[config.mk]
export PLATFORM = sky130hd
export DESIGN_NAME = stream_pkt_arbiter
export DESIGN_NICKNAME = d
export VERILOG_FILES = /design/src/rtl/stream_pkt_arbiter.sv
export SDC_FILE = /design/constraint.sdc
export NUM_CORES = 1
export LEC_CHECK = 0
export CAP_MARGIN = 10
export CORE_ASPECT_RATIO = 1.75
export CORE_UTILIZATION = 42
export CTS_BUF_LIST = sky130_fd_sc_hd__clkbuf_8
export DETAILED_ROUTE_END_ITERATION = 7
export PLACE_DENSITY_LB_ADDON = 0.1
export SKIP_LAST_GASP = 1
export SLEW_MARGIN = 20
export SYNTH_ARGS = -nofsm -noshare
export SYNTH_HDL_FRONTEND = slang
export SYNTH_SLANG_ARGS = --single-unit
[constraint.sdc]
create_clock -name clk -period 2.4 [get_ports clk]
set_input_delay 0.48 -clock clk [delete_from_list [all_inputs] [get_ports clk]]
set_output_delay 0.48 -clock clk [all_outputs]
set_load 0.01 [all_outputs]
[src/rtl/stream_pkt_arbiter.sv]
// stream_pkt_arbiter: merges two Avalon-ST packet sources onto one sink.
// Whole packets are granted one at a time (round-robin or fixed priority),
// with an Avalon-MM CSR slave for control, per-port SOP counters and status.
module stream_pkt_arbiter #(
   parameter int DATA_BYTES = 8
) (
   input  logic                                              clk,
   input  logic                                              reset_n,
   // source port 0
   input  logic [DATA_BYTES*8-1:0]                           in0_data,
   input  logic [((DATA_BYTES > 1) ? $clog2(DATA_BYTES) : 1)-1:0] in0_empty,
   input  logic                                              in0_valid,
   input  logic                                              in0_startofpacket,
   input  logic                                              in0_endofpacket,
   output logic                                              in0_ready,
   // source port 1
   input  logic [DATA_BYTES*8-1:0]                           in1_data,
   input  logic [((DATA_BYTES > 1) ? $clog2(DATA_BYTES) : 1)-1:0] in1_empty,
   input  logic                                              in1_valid,
   input  logic                                              in1_startofpacket,
   input  logic                                              in1_endofpacket,
   output logic                                              in1_ready,
   // merged sink
   output logic [DATA_BYTES*8-1:0]                           out_data,
   output logic [((DATA_BYTES > 1) ? $clog2(DATA_BYTES) : 1)-1:0] out_empty,
   output logic                                              out_valid,
   output logic                                              out_startofpacket,
   output logic                                              out_endofpacket,
   input  logic                                              out_ready,
   // CSR slave
   input  logic [1:0]                                        csr_address,
   input  logic                                              csr_read,
   input  logic                                              csr_write,
   input  logic [31:0]                                       csr_writedata,
   output logic [31:0]                                       csr_readdata,
   output logic                                              csr_readdatavalid,
   output logic                                              csr_waitrequest
);

   localparam int EW = (DATA_BYTES > 1) ? $clog2(DATA_BYTES) : 1;

   localparam logic [1:0] ADDR_CTRL   = 2'd0;
   localparam logic [1:0] ADDR_PKT0   = 2'd1;
   localparam logic [1:0] ADDR_PKT1   = 2'd2;
   localparam logic [1:0] ADDR_STATUS = 2'd3;

   typedef enum logic [1:0] {
      IDLE   = 2'd0,
      GRANT0 = 2'd1,
      GRANT1 = 2'd2
   } state_t;

   state_t      state;
   state_t      state_next;
   logic        last_grant;
   logic        last_grant_next;

   logic [2:0]  ctrl;
   logic [31:0] pkt0_count;
   logic [31:0] pkt1_count;
   logic        err;

   logic        eligible0;
   logic        eligible1;
   logic        drain0;
   logic        drain1;
   logic        drain_event;
   logic        csr_wr;
   logic        status_read;
   logic        sop_acc0;
   logic        sop_acc1;
   logic [31:0] rd_mux;
   logic        unused_wdata;

   // Only bits 2:0 of a CTRL write carry meaning; the rest is ignored.
   assign unused_wdata = ^csr_writedata[31:3];

   // A port may start a packet only when enabled and showing a SOP beat;
   // an enabled port showing a non-SOP beat in IDLE is a stray remnant.
   assign eligible0 = ctrl[0] & in0_valid & in0_startofpacket;
   assign eligible1 = ctrl[1] & in1_valid & in1_startofpacket;
   assign drain0    = ctrl[0] & in0_valid & ~in0_startofpacket;
   assign drain1    = ctrl[1] & in1_valid & ~in1_startofpacket;

   assign drain_event = reset_n & (state == IDLE) & (drain0 | drain1);

   // A simultaneous read and write performs the read only.
   assign csr_wr      = csr_write & ~csr_read;
   assign status_read = csr_read & (csr_address == ADDR_STATUS);

   assign sop_acc0 = in0_valid & in0_ready & in0_startofpacket;
   assign sop_acc1 = in1_valid & in1_ready & in1_startofpacket;

   assign csr_waitrequest = ~reset_n;

   // Next-state, arbitration and stream muxing; outputs held quiet in reset.
   always_comb begin
      state_next        = state;
      last_grant_next   = last_grant;
      out_data          = '0;
      out_empty         = '0;
      out_valid         = 1'b0;
      out_startofpacket = 1'b0;
      out_endofpacket   = 1'b0;
      in0_ready         = 1'b0;
      in1_ready         = 1'b0;

      case (state)
         IDLE: begin
            in0_ready = drain0;
            in1_ready = drain1;
            if (eligible0 && eligible1) begin
               if (ctrl[2] || last_grant) begin
                  state_next      = GRANT0;
                  last_grant_next = 1'b0;
               end else begin
                  state_next      = GRANT1;
                  last_grant_next = 1'b1;
               end
            end else if (eligible0) begin
               state_next      = GRANT0;
               last_grant_next = 1'b0;
            end else if (eligible1) begin
               state_next      = GRANT1;
               last_grant_next = 1'b1;
            end
         end

         GRANT0: begin
            out_data          = in0_data;
            out_empty         = in0_empty;
            out_valid         = in0_valid;
            out_startofpacket = in0_startofpacket;
            out_endofpacket   = in0_endofpacket;
            in0_ready         = out_ready;
            if (in0_valid && out_ready && in0_endofpacket) begin
               state_next = IDLE;
            end
         end

         GRANT1: begin
            out_data          = in1_data;
            out_empty         = in1_empty;
            out_valid         = in1_valid;
            out_startofpacket = in1_startofpacket;
            out_endofpacket   = in1_endofpacket;
            in1_ready         = out_ready;
            if (in1_valid && out_ready && in1_endofpacket) begin
               state_next = IDLE;
            end
         end

         default: begin
            state_next = IDLE;
         end
      endcase

      if (!reset_n) begin
         out_valid = 1'b0;
         in0_ready = 1'b0;
         in1_ready = 1'b0;
      end
   end

   // State register and last-granted port; port 0 wins first after reset.
   always_ff @(posedge clk) begin
      if (!reset_n) begin
         state      <= IDLE;
         last_grant <= 1'b1;
      end else begin
         state      <= state_next;
         last_grant <= last_grant_next;
      end
   end

   // CTRL register: port enables and fixed-priority select.
   always_ff @(posedge clk) begin
      if (!reset_n) begin
         ctrl <= 3'b011;
      end else if (csr_wr && csr_address == ADDR_CTRL) begin
         ctrl <= csr_writedata[2:0];
      end
   end

   // Port 0 SOP counter; a clearing write beats a same-cycle increment.
   always_ff @(posedge clk) begin
      if (!reset_n) begin
         pkt0_count <= '0;
      end else if (csr_wr && csr_address == ADDR_PKT0) begin
         pkt0_count <= '0;
      end else if (sop_acc0) begin
         pkt0_count <= pkt0_count + 32'd1;
      end
   end

   // Port 1 SOP counter; a clearing write beats a same-cycle increment.
   always_ff @(posedge clk) begin
      if (!reset_n) begin
         pkt1_count <= '0;
      end else if (csr_wr && csr_address == ADDR_PKT1) begin
         pkt1_count <= '0;
      end else if (sop_acc1) begin
         pkt1_count <= pkt1_count + 32'd1;
      end
   end

   // Sticky drain error; a fresh drain outranks the read-to-clear.
   always_ff @(posedge clk) begin
      if (!reset_n) begin
         err <= 1'b0;
      end else if (drain_event) begin
         err <= 1'b1;
      end else if (status_read) begin
         err <= 1'b0;
      end
   end

   // CSR read data selection.
   always_comb begin
      rd_mux = '0;
      case (csr_address)
         ADDR_CTRL:   rd_mux = {29'd0, ctrl};
         ADDR_PKT0:   rd_mux = pkt0_count;
         ADDR_PKT1:   rd_mux = pkt1_count;
         ADDR_STATUS: rd_mux = {28'd0, err, last_grant, state};
         default:     rd_mux = '0;
      endcase
   end

   // Registered read response with a fixed latency of one cycle.
   always_ff @(posedge clk) begin
      if (!reset_n) begin
         csr_readdata      <= '0;
         csr_readdatavalid <= 1'b0;
      end else begin
         csr_readdatavalid <= csr_read;
         if (csr_read) begin
            csr_readdata <= rd_mux;
         end
      end
   end

endmodule

### Yosys cells after proc, flatten, opt, wreduce, memory -nomap -nowiden

Index checks and enable logic that the tools add are counted.

* bits in registers: 104
* bits of input ports: 179
* output and inout port bits: 106
* word-level logic and storage cells: 78

* $add $sub $neg: 2
* equality and inequality tests: 8
* multiplexer cells: 24
* bitwise operators: 19
* reduce and logical (&&, ||, !) cells: 17

Operator list (number)
* one-hot mux 32 bit (4 select lines): 1
* one-hot mux 64 bit (2 select lines): 1
* adder 32 x 1 -> 32 bit (second input constant): 2
* bitwise AND 1 bit: 14
* two-way mux 2 bit: 6
* one-hot mux 1 bit (2 select lines): 5
* two-way mux 1 bit: 9
* logical AND 1 bit: 8
* == test 2 bit (second input constant): 3
* one-hot mux 2 bit (3 select lines): 1
* one-hot mux 3 bit (2 select lines): 1
* == test 2 x 1 -> 1 bit (second input constant): 2
* zero test 2 bit: 2
* != test 2 bit (second input constant): 2
* != test 4 x 3 -> 1 bit (second input constant): 1
* inverter 1 bit: 4
* OR reduction 2 bit: 2
* AND reduction 3 bit: 1
* nonzero test 3 bit: 1
* AND reduction 2 bit: 1
* nonzero test 2 bit: 1
* logical OR 1 bit: 1
* bitwise OR 1 bit: 1

### Longest topological paths before layout

Gate-level depths: netlist of the first run.

* depth after elaboration: 6
* mapped depth: 11

### Least setup slack after synthesis of the first run

No wires, ideal clock.

* path type: reg-to-reg
* start: register state[1]
* end: register pkt0_count[26]
* library setup time: 70 ps
* arrival: 1904 ps
* required time: 2330 ps
* path slack: 426 ps
* stages on the path, launching flop included: 12
* buffers on the path: 4
* period minus slack after synthesis: 1974 ps
* cells stage by stage: dfxtp_1 inv_1 ha_1 buf_4 and4_1 buf_4 and2_1 buf_4 nand3_4 buf_2 or3_1 a21oi_1

* longest elaborated chain between the ends: 5
* elaborated cells between the ends (all ways): 6

Ends and longest elaborated chain
* from (decl): line 53 `state_t state;`
* from (signal assigned): line 171 `state <= state_next;`
* == test 2 x 1 -> 1 bit / zero test 2 bit (equally long branches): line 108 `case (state)`
* one-hot mux 1 bit (2 select lines) (*): line 108
* two-way mux 1 bit (*): line 158 `if (!reset_n) begin`
* bitwise AND 1 bit (*) (2 in a row): line 91 `assign sop_acc0 = in0_valid & in0_ready & in0_startofpacket;`
* to (signal assigned): line 192 `pkt0_count <= pkt0_count + 32'd1;`
* to (decl): line 59 `logic [31:0] pkt0_count;`

Every way passes the cells marked *; elsewhere a longest branch is shown, timed or not.
A chain may end at the register's enable or synchronous reset.

### Worst setup path after layout of the first run

* start: register state[1]
* end: output port out_data[41]

* longest elaborated chain between the ends: 2
* elaborated cells between the ends (all ways): 3

Ends and longest elaborated chain
* == test 2 bit / == test 2 x 1 -> 1 bit (equally long branches): line 108
* one-hot mux 64 bit (2 select lines) (*): line 108
* to (decl): line 24 `output logic [DATA_BYTES*8-1:0] out_data,`

Marked as above.

==> key figures, run 1 <==
Route
  – WL per Instance: 18.5 um
  – First drt pass iteration count: 5
  – Initial DRC Count: roughly 350
  – Via-to-Cell Ratio: about 5.6
  – # DRC: 0
  – Antenna Nets Post-Route: 0
  – Drt total wl: 21,500 um
  – Routed via count: 6,500

Clock network
  – # H-tree levels: 3
  – Clock transition at path regs: ~0.10 ns
  – Num CTS Buffers: 9
  – # clock sinks: around 100
  – Hold-fix buffers, CTS: 0
  – CTS tree: built
  – Skew-Pair Late Insertion Delay: 0.39 ns
  – Root buf cell: clkbuf_8
  – CTS Buffer Depth: 2

Floorplan
  – Row count: 56
  – Core Area: approximately 0.014 sq mm
  – Io pins: 285
  – DIE HEIGHT: 158 um
  – Starting Density: 43.4%
  – Die W: 91.3 um
  – Die ar.: 0.0145 sq mm

Flow run
  – Max Cap Viol: 0

Yosys
  – Largest cells by area after synthesis: dfxtp_1 (35%), a22oi_1 (13%), nor2b_1 (7.5%), nor2_1 (5.7%), a211oi_1 (3.7%)
  – Post-Syn Area: ~0.0059 sq mm
  – Yosys top cell area share: 35.5%
  – Mapped Avg Cell Area: 8.17 sq um
  – Async S/R FF share, synth: 0%
  – Synth Instances: 718
  – #FFs+latches synth: 104
  – Primary FF master, synth: dfxtp_1
  – Area leader, netlist: dfxtp_1
  – Yosys cell types: 44
  – Yosys Warn Count: 0
  – Top cell types by occurrence after synthesis: dfxtp_1 (104), a22oi_1 (100), nor2_1 (89)
  – EDFF count, synth: 0
  – Syn_nets: between 900 and 1k
  – Most common cell in the netlist: dfxtp_1
  – Sequential share of the synthesized area: between 30 and 40%

GRT
  – Gr busiest metal: met2
  – Via count of the first global-routing pass: 6,335
  – Total GRT Usage: 29.3%
  – Global route overflow: 0
  – First-pass GRT wire length: roughly 33,000 um
  – Largest net degree at the start of global routing: 65
  – Met1 Use GR: 32.4%
  – GR Layer Usage met2: between 50% and 60%
  – Initial antenna violation count: 0
  – Grt met3 use: 5.35%

Timing
  – Slew Limit Headroom: 58.1%
  – Final period utilization: 99.2%
  – Final Max Tran Viols: 0
  – Setup tns final: 0 ns
  – RSZ-0062 raised after global routing: true
  – F_max: roughly 0.42 GHz
  – Fin. Hold Viols: 0
  – Clock skew: 0.0135 ns
  – # setup viols final: 0
  – Slew @ Worst Pin: approximately 0.63 ns
  – Tmin final: roughly 2.4 ns

Critical path
  – Largest stage delay, worst path: 0.35 ns
  – Slowest cell on crit path: dfxtp_2
  – Worst-path fanout max: 21
  – Crit path cell chain: buf_4 -> ha_4 -> buf_12 -> buf_12 -> a22oi_1 -> nor2b_1 -> dlygate4sd2_1
  – Worst path required time: between 1.5 and 2 ns
  – Startpoint types: flop
  – Worst EP arrival: 1.90 ns
  – Crit Path Class: reg -> out
  – Crit path top cell by count: buf_12
  – Worst setup EP type: primary output

Worst hold path
  – Min-Delay Path Class: reg -> reg

Cells and area
  – Layout Utilization: roughly two thirds
  – Diode count: 0
  – Final instance area: slightly above 0.009 sq mm
  – Post-Layout Cell Count: 1,161
  – Filler cells: 1,156
  – Final net count: 1,167
  – Reg area: about 0.0021 sq mm
  – Multi-input logic area: between 0.003 and 0.004 sq mm
  – Area Overhead vs Synth: 55.9%
  – Share of cells above drive strength 1: approximately 14%

Placement
  – IO buf count: 255
  – Placed cell count: 1,142
  – Placement Cell Area: 0.00895 sq mm
  – Final estimated routing congestion in global placement: 0.894
  – Dpl hpwl: about 17,000 um

Pwr
  – Overall power of the completed layout: about 4.4 mW
  – PD cells: 478 mW/mm^2
  – Static Leak: 3.32 nW
  – Max VDD drop: 0.000243 V

Run status
  – Status: completed
==> what timing repair did <==
item	CTS	global route
cloned	1	1
buffers inserted	0	1
endpoints found under the setup margin	72	57
resized for setup	113	65
endpoints found under the hold margin	0	0
pin swaps	0	1
==> final timing paths <==
check | from | depth (start not counted) | slack (ns) | to
min reg2reg | err | 2 | 0.47 | err
max | state[1] | 7 | 0.02 | out_data[41]
min | err | 2 | 0.47 | err
max reg2reg | state[0] | 8 | 0.15 | pkt0_count[25]
==> flip-flops by register name (all words and copies together) (netlist names) <==
name               cells
ctrl                   3
csr_readdata          32
state                  2
err                    1
last_grant             1
pkt1_count            32
csr_readdatavalid      1
pkt0_count            32
==> final cells by class <==
class | instances | share of cell area, %
Inverter | 9 | 0.370
Tap cell | 174 | 2.38
Multi-Input combinational cell | 550 | 39.9
Timing Repair Buffer | 308 | 32.7
Sequential cell | 104 | 22.8
Clock buffer | 10 | 1.51
Clock inverter | 6 | 0.411
==> power breakdown <==
part	total [mW]	internal [mW]	switching [mW]
logic	1.56	0.872	0.692
clock network	1.01	0.401	0.612
registers	1.79	1.76	0.0263
==> kinds of logic (layout without fill, tap and decap cells) <==
family          Yosys count  after routing  share of synthesized area [%]
buf+inv                  64            333                           4.50
simple gates            309            309                           28.5
xor+xnor                 42             42                           6.27
flops                   104            104                           35.5
fa+ha+maj                 6              6                           1.28
mux                      11             11                           2.52
compound gates          182            182                           21.4
==> worst max-delay path: cells and delay by family, from the launching register on <==
| kind | cells | cell delay, ns |
|---|---|---|
| flops | 1 | 0.35 |
| compound gates | 1 | 0.17 |
| fa+ha+maj | 1 | 0.19 |
| buf+inv | 4 | 0.73 |
| simple gates | 1 | 0.06 |
==> through the flow <==
stage | setup WS (ns) | hold slack, ns
finish | 0.0184 | 0.466
global route | -0.0546 | 0.497
CTS | -0.237 | 0.466
detailed placement | -0.234 | 0.457
global placement | -0.161 | 0.451
floorplan | 0.426 | 0.432
==> placed cells by master, fill, tap and decap left out, types with 5 or more instances in the layout <==
cell and instances:
inv_1 9, xnor2_1 18, clkdlybuf4s15_1 8, a22oi_1 89, nand4_1 19, nor2_1 89, or3_1 14, dfxtp_1 102
and4_1 9, xor2_1 24, nor2b_2 6, mux2i_1 8, and2_1 5, nor2b_1 62, or4_1 6, clkbuf_8 10
clkdlybuf4s50_1 180, nor3_1 8, o21ai_0 17, a21oi_1 27, a211oi_1 29, a22oi_2 11, clkbuf_2 31, o31ai_1 5
buf_4 38, and3_1 8, dlymetal6s2s_1 7, nand3_1 30, nand2_1 33, dlygate4sd2_1 25, buf_12 13
==> layer usage <==
metal / wire [um] / part of all wire, % / up-vias
li1: - / - / 3132
met1: 8150 / 38 / 3061
met2: 11500 / 53 / 273
met3: 1340 / 6.2 / 34
met4: 517 / 2.4 / 0
met5: 0 / 0 / -
Note: power is estimated with default switching activity, not from simulation.
==> inputs of run 2 (changes only) <==
--- a/config.mk
+++ b/config.mk
@@ -7,7 +7,7 @@
 export LEC_CHECK = 0
 export CAP_MARGIN = 10
 export CORE_ASPECT_RATIO = 1.75
-export CORE_UTILIZATION = 42
+export CORE_UTILIZATION = 40
 export CTS_BUF_LIST = sky130_fd_sc_hd__clkbuf_8
 export DETAILED_ROUTE_END_ITERATION = 7
 export PLACE_DENSITY_LB_ADDON = 0.1
==> run 2 against run 1 <==
Against the previous run: clock power fell by 5%; count of clock-buffer cells in the layout is the same; cell area increased by 0.48%; critical path type unchanged; highest routed layer unchanged.
==> key figures, run 2 (same netlist as run 1, synthesis figures left out) <==
Run status
  – Status: completed (unchanged)

Route
  – WL per Instance: 18.4 um (was 18.5 um)
  – Antenna Nets Post-Route: 0 (unchanged)
  – Routed via count: 6,647 (was 6,500)
  – Drt total wl: 21,600 um (was 21,500 um)
  – # DRC: 0 (unchanged)
  – Via-to-Cell Ratio: 5.67 (was 5.60)
  – Initial DRC Count: 387 (was 349)
  – First drt pass iteration count: 5 (unchanged)

Pwr
  – Max VDD drop: 0.000219 V (was 0.000243 V)
  – Overall power of the completed layout: 4.34 mW (was 4.37 mW)
  – Static Leak: 3.26 nW (was 3.32 nW)
  – PD cells: 472 mW/mm^2 (was 478 mW/mm^2)

Clock network
  – CTS Buffer Depth: 2 (unchanged)
  – Root buf cell: clkbuf_8 (unchanged)
  – # H-tree levels: 3 (unchanged)
  – Num CTS Buffers: 9 (unchanged)
  – Hold-fix buffers, CTS: 0 (unchanged)
  – CTS tree: built (unchanged)
  – Skew-Pair Late Insertion Delay: 0.37 ns (was 0.39 ns)
  – # clock sinks: 104 (unchanged)
  – Clock transition at path regs: 0.09 ns (was 0.10 ns)

Critical path
  – Crit Path Class: reg -> out (unchanged)
  – Worst-path fanout max: 10 (was 21)
  – Worst EP arrival: 1.90 ns (about the same)
  – Worst path required time: 1.92 ns (about the same)
  – Worst setup EP type: primary output (unchanged)
  – Startpoint types: flop (unchanged)

Floorplan
  – Die ar.: 0.0152 sq mm (was 0.0145 sq mm)
  – Io pins: 285 (unchanged)
  – Starting Density: 40.8% (was 43.4%)
  – Core Area: 0.0144 sq mm (was 0.0135 sq mm)
  – Row count: 58 (was 56)
  – DIE HEIGHT: 162 um (was 158 um)
  – Die W: 93.5 um (was 91.3 um)

GRT
  – GR Layer Usage met2: 50.3% (was 55.9%)
  – Met1 Use GR: 31.0% (was 32.4%)
  – Gr busiest metal: met2 (unchanged)
  – First-pass GRT wire length: 33,700 um (was 32,900 um)
  – Global route overflow: 0 (unchanged)
  – Grt met3 use: 5.01% (was 5.35%)
  – Via count of the first global-routing pass: 6,658 (was 6,335)
  – Total GRT Usage: 28.7% (was 29.3%)
  – Largest net degree at the start of global routing: 65 (unchanged)
  – Initial antenna violation count: 0 (unchanged)

Timing
  – F_max: 0.420 GHz (about the same)
  – Slew @ Worst Pin: 0.641 ns (was 0.629 ns)
  – Fin. Hold Viols: 0 (unchanged)
  – RSZ-0062 raised after global routing: true (unchanged)
  – Tmin final: 2.38 ns (about the same)
  – Final setup margin: 0.0208 ns (was 0.0184 ns)
  – Slew Limit Headroom: 57.3% (was 58.1%)
  – Clock skew: 0.00866 ns (was 0.0135 ns)
  – Final Max Tran Viols: 0 (unchanged)
  – # setup viols final: 0 (unchanged)
  – Final period utilization: 99.1% (was 99.2%)
  – Setup tns final: 0 ns (unchanged)
  – Worst hold slack: 0.468 ns (was 0.466 ns)

Cells and area
  – Final instance area: 0.00919 sq mm (was 0.00914 sq mm)
  – Area Overhead vs Synth: 56.6% (was 55.9%)
  – Commonest non-fill, non-tap cells in the layout: clkdlybuf4s50_1 (182), dfxtp_1 (103), nor2_1 (89), a22oi_1 (77), nor2b_1 (68) (was clkdlybuf4s50_1 (180), dfxtp_1 (102), a22oi_1 (89), nor2_1 (89), nor2b_1 (62))
  – Top flop regs: csr_readdata: 32 flops, pkt0_count: 32 flops, pkt1_count: 32 flops (unchanged)
  – Reg area: 0.00208 sq mm (about the same)
  – Multi-input logic area: 0.00368 sq mm (was 0.00365 sq mm)
  – Most common cell after layout, fill and taps aside: clkdlybuf4s50_1 (unchanged)
  – Filler cells: 1,227 (was 1,156)
  – Diode count: 0 (unchanged)
  – Final net count: 1,173 (was 1,167)
  – Share of cells above drive strength 1: 15.7% (was 14.4%)

Flow run
  – Max Cap Viol: 0 (unchanged)

Placement
  – IO buf count: 255 (unchanged)
  – DP Worst Slack: -0.0882 ns (was -0.234 ns)
  – Dpl hpwl: 17,000 um (about the same)
  – Final estimated routing congestion in global placement: 0.911 (was 0.894)
  – Placement Cell Area: 0.00898 sq mm (was 0.00895 sq mm)

Worst hold path
  – Min-Delay Path Class: reg -> reg (unchanged)
## run 2: cell count changes in the layout (fill, tap and decap cells not counted), moves of 4 or more
cell            delta
a22oi_1           -12
a22oi_2           +12
buf_2             +10
dlymetal6s2s_1     -7
nor2b_1            +6
buf_4              +5
nor2b_2            -4
## run 2: cell type report
| cell class | count | area share [%] |
|---|---|---|
| inverters | 9 | 0.368 |
| clock buffers | 10 | 1.50 |
| repair buffers | 314 | 32.6 |
| multi-input cells | 550 | 40.1 |
| clock inverters | 5 | 0.286 |
| well taps | 180 | 2.45 |
| flip-flops and latches | 104 | 22.7 |
## run 2: worst paths after layout
kind | startpoint | endpoint | slack, ns | depth (start not counted)
worst max-delay path | state[1] | out_data[23] | 0.02 | 8
worst max register to register | state[1] | pkt0_count[15] | 0.13 | 11
worst min register to register | err | err | 0.47 | 2
worst min-delay path | err | err | 0.47 | 2
## run 2: power by group
part | internal [mW] | total, mW | switching (mW) | leakage (nW)
sequential | 1.76 | 1.79 | 0.0246 | 0.844
combinational | 0.891 | 1.58 | 0.693 | 2.32
clock | 0.391 | 0.962 | 0.570 | 0.0945
total | 3.05 | 4.34 | 1.29 | 3.26
## run 2: per-stage QoR
| stage | utilization, % | instances |
|---|---|---|
| final | 63.9 | 1172 |
| after global routing | 63.9 | 1172 |
| after CTS | 64.0 | 1171 |
| after detailed placement | 62.5 | 1152 |
| after global placement | 62.5 | 1152 |
| after floorplan | - | 718 |
## run 2: worst max-delay path: stages, from the launching register on
cell,delay (ns)
dfxtp_2,0.35
inv_2,0.05
buf_4,0.14
ha_4,0.18
buf_16,0.15
buf_4,0.16
a22oi_2,0.15
nor2b_1,0.06
dlygate4sd2_1,0.29
## run 2: timing repair
item,CTS,global route
gates cloned,3,0
setup buffers,1,1
pin swaps,1,1
gates resized for setup,131,66
endpoints found under the setup margin,72,55
## run 2: routing by layer
layer	routed length, um	vias to the layer above	share of wire (%)
li1	-	3150	-
met2	11000	307	51
met5	0	-	0
met4	1410	0	6.5
met1	7790	3114	36
met3	1330	76	6.2
